===== config.mk =====
export PLATFORM = sky130hd
export DESIGN_NAME = mul_div_unit
export DESIGN_NICKNAME = d
export VERILOG_FILES = /design/src/rtl/mdu_pkg.sv /design/src/rtl/mdu_iter_core.sv /design/src/rtl/mul_div_unit.sv
export SDC_FILE = /design/constraint.sdc
export NUM_CORES = 1
export LEC_CHECK = 0
export BUFFER_PORTS_ARGS = -buffer_cell sky130_fd_sc_hd__buf_2
export CAP_MARGIN = 10
export CORE_MARGIN = 8
export CORE_UTILIZATION = 40
export CTS_CLUSTER_SIZE = 24
export DETAILED_ROUTE_END_ITERATION = 10
export PLACE_DENSITY = 0.62
export SETUP_SLACK_MARGIN = 0.15
export SLEW_MARGIN = 20
export SYNTH_ARGS = -nofsm -noshare
export SYNTH_HDL_FRONTEND = slang
export SYNTH_SLANG_ARGS = --single-unit

===== constraint.sdc =====
create_clock -name Clk -period 8.4 [get_ports Clk]
set_input_delay 1.68 -clock Clk [delete_from_list [all_inputs] [get_ports Clk]]
set_output_delay 1.68 -clock Clk [all_outputs]
set_load 0.1 [all_outputs]

===== src/rtl/mdu_pkg.sv =====
// Shared types and constants for the iterative multiply/divide unit.
package mdu_pkg;

    localparam int unsigned WIDTH_DEF  = 32;
    localparam int unsigned ADDR_W_DEF = 5;

    localparam logic OP_MULTU = 1'b0;
    localparam logic OP_DIVU  = 1'b1;

    typedef enum logic [1:0] {
        IDLE,
        RUN,
        DONE
    } state_t;

endpackage


===== src/rtl/mdu_iter_core.sv =====
// One-bit-per-cycle datapath: shift-add multiply, and restoring divide when DIV_EN is defined.
module mdu_iter_core
    import mdu_pkg::*;
#(
    parameter int unsigned WIDTH = WIDTH_DEF
) (
    input  logic             Clk,
    input  logic             Reset_n,
    input  logic             load,
    input  logic             clear,
    input  logic             step,
    input  logic             op,
    input  logic [WIDTH-1:0] a,
    input  logic [WIDTH-1:0] b,
    output logic [WIDTH-1:0] hi,
    output logic [WIDTH-1:0] lo
);

    logic [WIDTH-1:0] b_q;
    logic [WIDTH-1:0] hi_nxt;
    logic [WIDTH-1:0] lo_nxt;
    logic [WIDTH:0]   sum;

`ifdef DIV_EN
    logic [WIDTH:0] rem;
`else
    logic unused_op;
    assign unused_op = op;
`endif

    // {hi,lo} is the shared accumulator; lo shifts out multiplier bits or in quotient bits
    always_comb begin
        sum    = {1'b0, hi} + (lo[0] ? {1'b0, b_q} : '0);
        hi_nxt = sum[WIDTH:1];
        lo_nxt = {sum[0], lo[WIDTH-1:1]};
`ifdef DIV_EN
        rem = {hi, lo[WIDTH-1]};
        if (op == OP_DIVU) begin
            if (rem >= {1'b0, b_q}) begin
                hi_nxt = WIDTH'(rem - {1'b0, b_q});
                lo_nxt = {lo[WIDTH-2:0], 1'b1};
            end else begin
                hi_nxt = rem[WIDTH-1:0];
                lo_nxt = {lo[WIDTH-2:0], 1'b0};
            end
        end
`endif
    end

    always_ff @(posedge Clk or negedge Reset_n) begin
        if (!Reset_n) begin
            hi  <= '0;
            lo  <= '0;
            b_q <= '0;
        end else if (clear) begin
            hi <= '0;
            lo <= '0;
        end else if (load) begin
            hi  <= '0;
            lo  <= a;
            b_q <= b;
        end else if (step) begin
            hi <= hi_nxt;
            lo <= lo_nxt;
        end
    end

endmodule


===== src/rtl/mul_div_unit.sv =====
// Iterative unsigned MULTU/DIVU with register-file write-back of LO.
// Define DIV_EN to build the divider; otherwise DIVU completes immediately with a zero result.
module mul_div_unit
    import mdu_pkg::*;
#(
    parameter int unsigned WIDTH  = WIDTH_DEF,
    parameter int unsigned ADDR_W = ADDR_W_DEF
) (
    input  logic              Clk,
    input  logic              Reset_n,
    input  logic              Start,
    input  logic              Op,
    input  logic [WIDTH-1:0]  Src_A,
    input  logic [WIDTH-1:0]  Src_B,
    input  logic [ADDR_W-1:0] Dst_Addr,
    output logic              Busy,
    output logic              Done,
    output logic [WIDTH-1:0]  HI,
    output logic [WIDTH-1:0]  LO,
    output logic [ADDR_W-1:0] W_Addr,
    output logic [WIDTH-1:0]  W_Data,
    output logic              Write_Reg
);

    localparam int unsigned CNT_W = $clog2(WIDTH + 1);

    state_t           state;
    logic [CNT_W-1:0] cnt;
    logic             op_q;
    logic             accept;
    logic             bypass;
    logic             load;
    logic             clear;
    logic             step;

    assign accept = (state == IDLE) && Start;

    // Without the divider a DIVU request skips RUN and returns zeros
`ifdef DIV_EN
    assign bypass = 1'b0;
`else
    assign bypass = (Op == OP_DIVU);
`endif

    assign load   = accept && !bypass;
    assign clear  = accept && bypass;
    assign step   = (state == RUN);
    assign W_Data = LO;

    always_ff @(posedge Clk or negedge Reset_n) begin
        if (!Reset_n) begin
            state     <= IDLE;
            cnt       <= '0;
            op_q      <= OP_MULTU;
            W_Addr    <= '0;
            Busy      <= 1'b0;
            Done      <= 1'b0;
            Write_Reg <= 1'b0;
        end else begin
            case (state)
                IDLE: begin
                    Done      <= 1'b0;
                    Write_Reg <= 1'b0;
                    if (Start) begin
                        W_Addr <= Dst_Addr;
                        op_q   <= Op;
                        cnt    <= '0;
                        Busy   <= 1'b1;
                        if (bypass) begin
                            state <= DONE;
                            Done  <= 1'b1;
                        end else begin
                            state <= RUN;
                        end
                    end
                end
                RUN: begin
                    cnt <= cnt + CNT_W'(1);
                    if (cnt == CNT_W'(WIDTH - 1)) begin
                        state     <= DONE;
                        Done      <= 1'b1;
                        Write_Reg <= (W_Addr != '0);
                    end
                end
                DONE: begin
                    state     <= IDLE;
                    Busy      <= 1'b0;
                    Done      <= 1'b0;
                    Write_Reg <= 1'b0;
                end
                default: begin
                    state     <= IDLE;
                    Busy      <= 1'b0;
                    Done      <= 1'b0;
                    Write_Reg <= 1'b0;
                end
            endcase
        end
    end

    mdu_iter_core #(
        .WIDTH(WIDTH)
    ) u_core (
        .Clk    (Clk),
        .Reset_n(Reset_n),
        .load   (load),
        .clear  (clear),
        .step   (step),
        .op     (op_q),
        .a      (Src_A),
        .b      (Src_B),
        .hi     (HI),
        .lo     (LO)
    );

endmodule


==> results.toml <==
[synth]
ys_seq_area_frac = 0.4161
netlist_top_cells_area = "dfrtp_1 42%, ha_1 6.1%, mux2_1 4.5%"
syn_inst = 706
synthesis.nets = 813
synthFlopType = "dfrtp_1"
synth_edf_count = 0
synth_cell_types = 59
yosysTopAreaCell = "dfrtp_1"
synth_seq_cells = 112
async_flop_share = 1.000
netlist.area_leader.share = 0.4161
mappedNetlistArea_um2 = 6735
yosys_warnings = 0
synthesis.area_per_instance_um2 = 9.540

[sta]
fmax_mhz = 274.6
min_period_ps = 3642
final_hold_viol_count = 0
grt_setup_unrepaired = "no"
drv_slew = 0
tightestPinTransition_ps = 1084
finalCritPeriodShare = 0.4336
maxSlewHeadroom = 0.2744
setup_tns_ps = 0
setup_viol = 0
hold_slack_ps = 481.2
fin_skew_ps = 16.21

[cells_and_area]
final_common_cell = "buf_2"
layout-drive-gt1-share = 0.2609
fin_nets = 930
register_area_um2 = 2803
multiInputGateArea_um2 = 3483
antenna_cells = 0
nFillCells = 1594
layout_common_cells = "175 x buf_2, 112 x dfrtp_1, 79 x nand2_1, 50 x o21ai_0, 50 x a21oi_1"
area_growth_pct = 16.11

[clock_tree]
clk_latency_ps = 360
cts_tree = "yes"
cts_max_path_buffers = 2
ctsResizeCount = 0
cts_root_buffer = "clkbuf_16"
htreeDepth = 3
hold_buffers = 0
cts.clk_slew.worst_paths_ps = 80
cts_inserted_buffers = 9
clock-sinks = 112
postCtsSetupBuffers = 0

[routing]
viasPerCell = 5.271
drt-initial-drc-count = 312
wirelength_um = 17390
drc = 0
drtAntennaViolNets = 0
post_drt_wl_per_cell_um = 16.60
num_vias = 5524
drtPass1Iterations = 4

[outcome]
outcome = "finished clean"

[grt]
antenna_found_initial = 1
grt_pass1_vias = 5565
grt.total_usage = 0.1622
grt_max_degree = 61
grt_pass1_wl_um = 29130
grt_overflow = 0

[worst_setup_path]
cp-endpoint = "u_core.hi[29]"
ff2ff_setup_slack_ps = 4760
cp-start-kind = "flip-flop"
r2r_end = "u_core.hi[29]"
r2r_cells = 11
worst_ep_arrival_time_ps = 3920
cp.required_ps = 8680
crit_fanout = 35
crit_start = "u_core.lo[0]"
critPathKind = "flip-flop to flip-flop"
rr_startpoint = "u_core.lo[0]"
end_kind = "flip-flop"

[floorplanning]
die_x_um = 145.8
ios = 177
rows = 47
die_h_um = 145.8
die_area_um2 = 21250
initial_utilization = 0.4076
core_um2 = 16520

[hold_path]
hp-class = "flip-flop to flip-flop"

[placement]
io_buffers = 176
hpwl_um = 12780
routabilityCongestion = 0.8167

[run]
maxCapViolCount = 0
-- Yosys cell counts, types with 2 or more instances --
master and number:
dfrtp_1 112, nand2_1 79, a21oi_1 50, o21ai_0 50
and2_1 33, ha_1 33, buf_4 32, clkbuf_1 30
mux2_1 27, o21ai_1 24, nor3b_1 20, a22oi_1 17
nor2_1 16, xnor2_1 15, inv_1 14, xor2_1 14
nand4_1 13, buf_2 11, mux2_2 10, o21a_1 9
a21o_1 8, o21bai_1 8, nand3_1 7, a31oi_1 6
and3_1 5, nand2b_1 5, a221oi_1 4, a22o_1 4
o211ai_1 4, mux2i_1 3, nor3_1 3, a211o_1 2
a211oi_1 2, a221o_1 2, a222oi_1 2, a31oi_4 2
a32o_1 2, buf_1 2, nor2_2 2, nor2b_1 2
o22ai_1 2, o31ai_1 2, or3_1 2
-- critical path, cell delays in order, from the launching register on --
cell and delay [ps]:
dfrtp_1 1000, and2_1 240, ha_1 200, inv_1 70
fa_1 380, nand2b_1 200, a21o_1 210, a31oi_4 250
a41oi_4 190, or3_1 380, a31oi_1 230, mux2i_1 210
-- cell type report --
class,count,share of cell area
clock buffer,10,0.02928
clock inverter,6,0.007200
inverter,14,0.006720
multi-input combinational,505,0.4454
sequential,112,0.3584
tap,220,0.03520
timing repair buffer,181,0.1178
-- worst min path at each step --
stage,start,end,cells past startpoint
final,u_core.b_q[28],u_core.b_q[28],1
after global routing,u_core.b_q[31],u_core.b_q[31],1
after CTS,u_core.b_q[29],u_core.b_q[29],1
after detailed placement,u_core.b_q[29],u_core.b_q[29],1
after global placement,u_core.b_q[29],u_core.b_q[29],1
after floorplan,u_core.b_q[29],u_core.b_q[29],1
-- layer usage --
layer  track usage  up-vias  wire length, µm
met3       0.04664       16             1029
li1              -     2733                -
met4       0.02915        2              170
met1        0.2153     2633             8094
met2        0.2591      140             8091
met5             0        -                8
-- stage by stage --
stage	utilization	cell area [µm²]	std cells	setup slack (ps)
4_1_cts	0.4732	7820	1048	4722
6_report	0.4732	7820	1048	4758
5_1_grt	0.4732	7820	1048	4398
3_3_place_gp	0.4560	7535	1032	4814
3_5_place_dp	0.4560	7535	1032	4760
2_1_floorplan	-	6735	706	4892
-- sequential cells by signal (all words and copies together) (netlist names) --
| signal | cells |
|---|---|
| cnt | 6 |
| state | 2 |
| Write_Reg | 1 |
| u_core.b_q | 32 |
| u_core.lo | 32 |
| u_core.hi | 32 |
| Busy | 1 |
| Done | 1 |
| W_Addr | 5 |
-- kinds of logic (layout without fill, tap and decap cells) --
| logic type | count (synthesis) | after routing | share of synthesized area |
|---|---|---|---|
| DFF | 112 | 112 | 0.4161 |
| and+or+nand+nor | 193 | 193 | 0.1468 |
| adders and majority gates | 34 | 34 | 0.06428 |
| AOI/OAI and AO/OA | 209 | 209 | 0.1993 |
| muxes | 40 | 40 | 0.06632 |
| buffers and inverters | 89 | 211 | 0.06948 |
| xor gates and xnor gates | 29 | 29 | 0.03771 |
Power is left out: the tool's default activity adds up to more than one toggle a clock period on the data nets, which glitch-free logic cannot reach.
